[config.mk]
export PLATFORM = sky130hd
export DESIGN_NAME = data_hs_rx_flat
export DESIGN_NICKNAME = d
export VERILOG_FILES = /design/src/rtl/data_hs_rx_if.sv /design/src/rtl/data_hs_rx.sv /design/src/flat_wrapper.sv
export SDC_FILE = /design/constraint.sdc
export NUM_CORES = 1
export LEC_CHECK = 0
export CAP_MARGIN = 40
export CELL_PAD_IN_SITES_DETAIL_PLACEMENT = 1
export CELL_PAD_IN_SITES_GLOBAL_PLACEMENT = 1
export CORE_MARGIN = 2
export CORE_UTILIZATION = 41
export CTS_CLUSTER_DIAMETER = 60
export DETAILED_ROUTE_END_ITERATION = 16
export PLACE_DENSITY_LB_ADDON = 0.1
export SLEW_MARGIN = 20
export SYNTH_ARGS = -nofsm -noshare
export SYNTH_HDL_FRONTEND = slang
export SYNTH_SLANG_ARGS = --single-unit
[constraint.sdc]
create_clock -name byte_clk -period 2.32 [get_ports byte_clk]
set_clock_uncertainty 0.1 [all_clocks]
set_input_delay 0.464 -clock byte_clk [delete_from_list [all_inputs] [get_ports byte_clk]]
set_output_delay 0.464 -clock byte_clk [all_outputs]
set_load 0.01 [all_outputs]
[src/rtl/data_hs_rx_if.sv]
// Signal bundle between the HS lane front end and the byte aligner.
// The master drives raw words and the HS enable; the slave returns aligned bytes and status.
interface data_hs_rx_if;
    logic        hs_en;
    logic [7:0]  rx_word;
    logic [7:0]  data;
    logic        data_valid;
    logic        active;
    logic [2:0]  offset;
    logic        sync_ok;
    logic        sync_err;
    logic [15:0] byte_cnt;

    modport master (
        output hs_en,
        output rx_word,
        input  data,
        input  data_valid,
        input  active,
        input  offset,
        input  sync_ok,
        input  sync_err,
        input  byte_cnt
    );

    modport slave (
        input  hs_en,
        input  rx_word,
        output data,
        output data_valid,
        output active,
        output offset,
        output sync_ok,
        output sync_err,
        output byte_cnt
    );
endinterface

[src/rtl/data_hs_rx.sv]
// HS burst receiver: hunts for the leader sync byte at any bit offset in the raw word stream,
// then delivers byte-aligned payload until the lane leaves HS mode.
module data_hs_rx #(
    parameter logic [7:0]  SYNC_PATTERN = 8'hB8,
    parameter int unsigned HUNT_MAX     = 16
) (
    input  logic         byte_clk,
    input  logic         byte_rst_n,
    data_hs_rx_if.slave  rx
);

    localparam int unsigned HCW = (HUNT_MAX < 2) ? 1 : $clog2(HUNT_MAX + 1);
    localparam logic [HCW-1:0] HUNT_LAST = HCW'(HUNT_MAX - 1);

    typedef enum logic [1:0] {
        StIdle,
        StHunt,
        StLock,
        StErr
    } state_e;

    state_e         state_q, state_d;
    logic [7:0]     prev_q;
    logic [7:0]     data_q, data_d;
    logic           valid_q, valid_d;
    logic [2:0]     offset_q, offset_d;
    logic           sync_ok_q, sync_ok_d;
    logic           sync_err_q, sync_err_d;
    logic [15:0]    cnt_q, cnt_d;
    logic [HCW-1:0] hunt_q, hunt_d;

    logic [15:0]    win;
    logic           match_any;
    logic [2:0]     match_off;
    logic [7:0]     lock_byte;

    // Bit 0 of the window is the earliest received bit.
    assign win       = {rx.rx_word, prev_q};
    assign lock_byte = 8'(win >> offset_q);

    // Scan from the top so the lowest matching offset wins.
    always_comb begin
        match_any = 1'b0;
        match_off = 3'd0;
        for (int o = 7; o >= 0; o--) begin
            if (8'(win >> o) == SYNC_PATTERN) begin
                match_any = 1'b1;
                match_off = 3'(o);
            end
        end
    end

    always_comb begin
        state_d    = state_q;
        data_d     = data_q;
        valid_d    = 1'b0;
        offset_d   = offset_q;
        sync_ok_d  = 1'b0;
        sync_err_d = 1'b0;
        cnt_d      = cnt_q;
        hunt_d     = hunt_q;

        // Leaving HS mode overrides any match or timeout seen in the same cycle.
        if (!rx.hs_en) begin
            state_d = StIdle;
            hunt_d  = '0;
        end else begin
            unique case (state_q)
                StIdle: begin
                    state_d = StHunt;
                    hunt_d  = '0;
                end
                StHunt: begin
                    if (match_any) begin
                        state_d   = StLock;
                        offset_d  = match_off;
                        sync_ok_d = 1'b1;
                        cnt_d     = '0;
                    end else if (hunt_q == HUNT_LAST) begin
                        state_d    = StErr;
                        sync_err_d = 1'b1;
                    end else begin
                        hunt_d = hunt_q + 1'b1;
                    end
                end
                StLock: begin
                    data_d  = lock_byte;
                    valid_d = 1'b1;
                    if (cnt_q != 16'hFFFF) begin
                        cnt_d = cnt_q + 16'd1;
                    end
                end
                StErr: begin
                    state_d = StErr;
                end
                default: begin
                    state_d = StIdle;
                end
            endcase
        end
    end

    always_ff @(posedge byte_clk) begin
        if (!byte_rst_n) begin
            state_q    <= StIdle;
            prev_q     <= 8'h00;
            data_q     <= 8'h00;
            valid_q    <= 1'b0;
            offset_q   <= 3'd0;
            sync_ok_q  <= 1'b0;
            sync_err_q <= 1'b0;
            cnt_q      <= 16'h0000;
            hunt_q     <= '0;
        end else begin
            state_q    <= state_d;
            prev_q     <= rx.hs_en ? rx.rx_word : 8'h00;
            data_q     <= data_d;
            valid_q    <= valid_d;
            offset_q   <= offset_d;
            sync_ok_q  <= sync_ok_d;
            sync_err_q <= sync_err_d;
            cnt_q      <= cnt_d;
            hunt_q     <= hunt_d;
        end
    end

    assign rx.data       = data_q;
    assign rx.data_valid = valid_q;
    assign rx.active     = (state_q == StLock);
    assign rx.offset     = offset_q;
    assign rx.sync_ok    = sync_ok_q;
    assign rx.sync_err   = sync_err_q;
    assign rx.byte_cnt   = cnt_q;

endmodule

[src/flat_wrapper.sv]
// flat-port wrapper written by rule: the top's interface ports become plain ports
module data_hs_rx_flat 
#(
    parameter logic [7:0]  SYNC_PATTERN = 8'hB8,
    parameter int unsigned HUNT_MAX     = 16
)
  (byte_clk, byte_rst_n, rx_hs_en, rx_rx_word, rx_data, rx_data_valid, rx_active, rx_offset, rx_sync_ok, rx_sync_err, rx_byte_cnt);
  data_hs_rx_if rx_i ();
  input  logic byte_clk;
  input  logic byte_rst_n;
  input wire logic [$bits(rx_i.hs_en)-1:0] rx_hs_en;
  input wire logic [$bits(rx_i.rx_word)-1:0] rx_rx_word;
  output wire logic [$bits(rx_i.data)-1:0] rx_data;
  output wire logic [$bits(rx_i.data_valid)-1:0] rx_data_valid;
  output wire logic [$bits(rx_i.active)-1:0] rx_active;
  output wire logic [$bits(rx_i.offset)-1:0] rx_offset;
  output wire logic [$bits(rx_i.sync_ok)-1:0] rx_sync_ok;
  output wire logic [$bits(rx_i.sync_err)-1:0] rx_sync_err;
  output wire logic [$bits(rx_i.byte_cnt)-1:0] rx_byte_cnt;
  assign rx_i.hs_en = rx_hs_en;
  assign rx_i.rx_word = rx_rx_word;
  assign rx_data = rx_i.data;
  assign rx_data_valid = rx_i.data_valid;
  assign rx_active = rx_i.active;
  assign rx_offset = rx_i.offset;
  assign rx_sync_ok = rx_i.sync_ok;
  assign rx_sync_err = rx_i.sync_err;
  assign rx_byte_cnt = rx_i.byte_cnt;
  data_hs_rx #(.SYNC_PATTERN(SYNC_PATTERN), .HUNT_MAX(HUNT_MAX)) u_core (.byte_clk(byte_clk), .byte_rst_n(byte_rst_n), .rx(rx_i));
endmodule
# Yosys cells after proc, flatten, opt, wreduce, memory -nomap -nowiden
# Index checks and enable logic that the tools add are counted.
[totals]
reg_bits = 45
inputBits = 11
word_cells = 73
[op_classes]
addsub = 2
eq_ne = 18
shifts = 1
muxes = 28
bitwise = 3
reduce_logical = 12
[op_table]
columns = ["cell", "count"]
rows = [
  ["8-bit == test (second input constant)", 8],
  ["16-bit 2-to-1 mux", 2],
  ["16-bit case mux with 2 select lines", 1],
  ["3-bit 2-to-1 mux", 8],
  ["16-bit by 1-bit adder with 16-bit output (second input constant)", 1],
  ["16-bit inequality test (second input constant)", 1],
  ["16-bit by 3-bit right shift with 8-bit output", 1],
  ["1-bit 2-to-1 mux", 11],
  ["5-bit 2-to-1 mux", 2],
  ["5-bit case mux with 2 select lines", 1],
  ["3-bit AND reduction", 3],
  ["2-bit case mux with 3 select lines", 1],
  ["2-bit AND reduction", 3],
  ["5-bit by 1-bit adder with 5-bit output (second input constant)", 1],
  ["5-bit by 4-bit == test with 1-bit output (second input constant)", 1],
  ["2-bit == test (second input constant)", 2],
  ["2-bit 2-to-1 mux", 2],
  ["2-bit by 1-bit inequality test with 1-bit output (second input constant)", 2],
  ["2-bit inequality test (second input constant)", 2],
  ["4-bit AND reduction", 1],
  ["2-bit nonzero test", 2],
  ["4-bit OR reduction", 1],
  ["3-bit by 1-bit inequality test with 1-bit output (second input constant)", 1],
  ["1-bit NOT", 3],
  ["3 further kinds", 3],
]

# Longest topological paths before layout
[depth]
word_depth = 11
mapped_depth = 8
mapped_depth_nobuf = 7

# Worst setup path after synthesis
# Ideal clock, no wire load.
[synth_path]
path_kind = "flip-flop to flip-flop"
from = "reg u_core.cnt_q[0] (netlist: u_core.rx.byte_cnt[0])"
to = "reg u_core.cnt_q[10] (netlist: u_core.rx.byte_cnt[10])"
setup_ps = 86
arrival_time_ps = 1944
slack_ps = 190
stages_incl_launch_ff = 8
path_cell_list = "dfxtp_1 -> ha_1 -> nand3_1 -> or4_4 -> o21ai_4 -> buf_6 -> nor3_1 -> a221oi_2"
[synth_between]
elab_chain_cells = 3
word_cells_on_any_way = 6
cone_classes = "add/sub: 1; eq/ne: 2; mux: 2; reduce/logical: 1"
[synth_lines]
columns = ["element", "line_no", "text"]
rows = [
  ["start, declared", "data_hs_rx.sv:29", "logic [15:0] cnt_q, cnt_d;"],
  ["start signal, assigned", "data_hs_rx.sv:122", "cnt_q <= cnt_d;"],
  ["16-bit by 1-bit adder with 16-bit output / 16-bit inequality test (equally long branches)", "data_hs_rx.sv:90, data_hs_rx.sv:89", ""],
  ["16-bit 2-to-1 mux / 2-bit by 1-bit inequality test with 1-bit output (equally long branches)", "-", ""],
  ["16-bit case mux with 2 select lines / 4-bit AND reduction (equally long branches)", "-", ""],
]
# Several ways; a longest one is shown, not always the timed one. The select of a mux whose other input is x is not followed.
# A chain may end at the register's enable or synchronous reset.

# Worst setup path after layout
[layout_path]
from = "in rx_rx_word[5]"
to = "reg u_core.cnt_q[2] (netlist: u_core.rx.byte_cnt[2])"
[layout_between]
elab_chain_cells = 11
word_cells_on_any_way = 12
cone_classes = "eq/ne: 3; mux: 8; reduce/logical: 1"
[layout_lines]
columns = ["element", "line_no", "text"]
rows = [
  ["start, declared", "flat_wrapper.sv:12", "input wire logic [$bits(rx_i.rx_word)-1:0] rx_rx_word;"],
  ["8-bit == test", "data_hs_rx.sv:46", "if (8'(win >> o) == SYNC_PATTERN) begin"],
  ["1-bit 2-to-1 mux", "data_hs_rx.sv:46", ""],
  ["1-bit 2-to-1 mux * (7 in a row)", "data_hs_rx.sv:46", ""],
  ["2-bit by 1-bit inequality test with 1-bit output (no line) *", "-", ""],
  ["4-bit AND reduction (no line) *", "-", ""],
]
# Every way passes the cells marked *; elsewhere a longest branch is shown, timed or not.

==> run metrics <==
H-tree Lvls=2; Worst Slack Setup Final=0.0966 ns; Worst Hold Margin=0.376 ns; number of synthesized register bits=45; filler cell count=782; Area Growth Syn to Fin=33.4%; clock sink total=45; Max Fclk=450 MHz; Slew HR=54.7%; Crit path largest cell delay=0.47 ns; io pins=42; syn avg cell area=9.14 µm²; initial antenna violation count=0; total track usage=23.6%; Primary FF master, synth=dfxtp_1; GRT met2 Usage=37.6%; DRT iter0 DRCs=145; vias after detailed routing=2779; Core Area=6720 µm²; num rows=30; vias in the first global route=2812; status=finished clean; GPL Wtd Cong=0.866; LEAKAGE=1.28 nW; TritonCTS clock tree=yes; Post-CTS Setup Bufs=0; syn nets=325; layout cells sized above 1=23.5%; Post-synth EDFFs=0; power per cell area=430 nW/µm²; Placed Area=3580 µm²; drt pass-1 iters=4; final setup fails=0; cell area after synthesis=2810 µm²; CP startpoint kind=input pin; Die Wd=86.7 µm; routed wire length=8.33 mm; Max VDD drop=0.302 mV; Yosys top cell area share=32.1%; top cells by count, synth=45 x dfxtp_1, 24 x nand2_1, 19 x mux2i_1; Starting Density=41.8%; WS Path Type=input pin to register; Layout Nets=396; Yosys top cell by area=dfxtp_1; crit end category=register; RSZ-0062 raised after global routing=no; CTS root buffer=clkbuf_8; CTS Buffer Depth=2; Final HPWL DP=6.14 mm; Setup WS pre-CTS=-0.386 ns; post-DR vias/cell=6.07; pin count of the biggest net entering global routing=24; top-count cell post-synth=dfxtp_1; Max Cap Viol=0; Max Slew Vio Count=0; CTS clk-pin slew, worst paths=0.08 ns; DRT antenna net count=0; CP max stage cell=clkdlybuf4s50_1; asr flop ratio synth=0%; global-route wire length before repair=14.2 mm; clock buffer count from CTS=5; Data required, critical path=2.40 ns; WL/cell=18.2 µm; DRC viols=0; total gr overflow=0; clock period minus worst slack=2.22 ns; die area=7520 µm²; Antenna Cells=0; Worst-Skew Late Latency=0.30 ns; Slew @ Worst Pin=0.676 ns; Area contributors post-synth=dfxtp_1 32%, mux2i_1 6.8%, mux4_2 6.4%, a211oi_1 3.2%, nand2_1 3.2%; Hold Fails Final Rpt=0; post-synthesis sequential area ratio=32.1%; # hold bufs at CTS=0; Critical Path AT=2.30 ns; Pwr Total=1.61 mW; unique cell type count in the Yosys netlist=63; worst min path class=register to register; crit path cell chain=clkdlybuf4s50_1, and4bb_2, o21ai_2, and4_1, buf_12, a2111oi_1, o22ai_1; Port Buffers=41; Synth Warn #=0; design area=3740 µm²; DIE HEIGHT=86.7 µm; Final Cycle Share=95.8%; crit-path max FO=15; busiest metal layer after global routing=met2; GR Util met1=33.5%; M3 GR Usage=3.43%; synthesized instance count=307
## critical path, delay by kind of cell
family	cells	cell delay [ns]
buffers and inverters	2	0.63
AOI/OAI and AO/OA	3	0.63
and+or+nand+nor	2	0.57
## report_power, final
part | switching (mW) | total (mW) | internal, mW | leakage (nW)
logic | 0.159 | 0.287 | 0.128 | 0.876
clock network | 0.281 | 0.517 | 0.236 | 0.0433
registers | 0.0163 | 0.804 | 0.787 | 0.364
## logic make-up after synthesis
family | synth area share [%]
AO/OA/AOI/OAI | 21.2
adder cells (fa/ha/maj) | 3.12
buffers and inverters | 5.49
flip-flops | 32.1
multiplexers | 13.2
AND/OR/NAND/NOR | 24.9
## registers in the layout, indices dropped and copies added, names as in the netlist
| signal | flops |
|---|---|
| u_core.state_q | 2 |
| u_core.rx.data | 8 |
| u_core.rx.sync_ok | 1 |
| u_core.rx.data_valid | 1 |
| u_core.rx.sync_err | 1 |
| u_core.prev_q | 8 |
| u_core.hunt_q | 5 |
| u_core.rx.byte_cnt | 16 |
| u_core.rx.offset | 3 |
## per-layer routing
metal | routed length (µm) | vias up
met5 | 0 | -
met4 | 77 | 0
met3 | 263 | 6
met2 | 3890 | 54
met1 | 4100 | 1391
li1 | - | 1328
## cell type report
cell class              instances  area [µm²]  area share [%]
well taps                      80         100            2.68
repair buffers                 87         792            21.2
inverters                      12        45.0            1.20
clock buffers                   6        82.6            2.21
multi-input cells             227        1810            48.5
clock inverters                 1        7.51           0.201
flip-flops and latches         45         901            24.1
## what timing repair did
action | 4_1_cts | 5_1_grt
hold endpoints to repair | 0 | 0
pin swaps | 0 | 1
resized for setup | 7 | 15
endpoints found under the setup margin | 5 | 16
cloned | 0 | 0
## per-stage QoR
stage / instances / setup TNS, ns / utilization [%]
6_report: 458 / 0 / 55.7
5_1_grt: 458 / 0 / 55.7
4_1_cts: 458 / 0 / 54.8
3_5_place_dp: 451 / -6.26 / 53.2
3_3_place_gp: 451 / -5.17 / 53.2
2_1_floorplan: 307 / 0 / -
## cell usage in the layout (no fill, tap or decap), types with 3 or more instances in the layout
| master | netlist | layout |
|---|---|---|
| nand2b_1 | 5 | 5 |
| buf_4 | 2 | 43 |
| a21oi_1 | 10 | 10 |
| dlymetal6s2s_1 | 0 | 4 |
| nand3_1 | 6 | 5 |
| mux2i_1 | 19 | 19 |
| and3_1 | 12 | 12 |
| clkbuf_8 | 0 | 6 |
| nor4_1 | 5 | 5 |
| a211oi_1 | 12 | 12 |
| ha_1 | 7 | 6 |
| nor3_1 | 11 | 11 |
| o22ai_1 | 8 | 8 |
| or3_1 | 3 | 3 |
| inv_1 | 10 | 10 |
| o21ai_1 | 5 | 4 |
| nor4b_1 | 3 | 3 |
| nor2_1 | 17 | 17 |
| mux4_2 | 8 | 8 |
| nand2_1 | 24 | 24 |
| a221oi_2 | 3 | 3 |
| nand4_1 | 6 | 6 |
| dfxtp_1 | 45 | 45 |
| a31oi_1 | 3 | 3 |
| and4bb_2 | 5 | 5 |
| o211ai_1 | 5 | 5 |
| o21ai_0 | 5 | 5 |
| a2111oi_2 | 1 | 4 |
| clkdlybuf4s50_1 | 0 | 35 |
## path summary, 6_finish.rpt
path,startpoint,end,slack (ns),cells after the start
setup / recovery,rx_rx_word[5],u_core.rx.byte_cnt[2],0.1,7
hold / removal,u_core.hunt_q[3],u_core.hunt_q[3],0.38,2
setup reg to reg,u_core.rx.byte_cnt[0],u_core.rx.byte_cnt[11],0.15,7
hold reg to reg,u_core.hunt_q[3],u_core.hunt_q[3],0.38,2
Power figures use the tool's default switching activity.
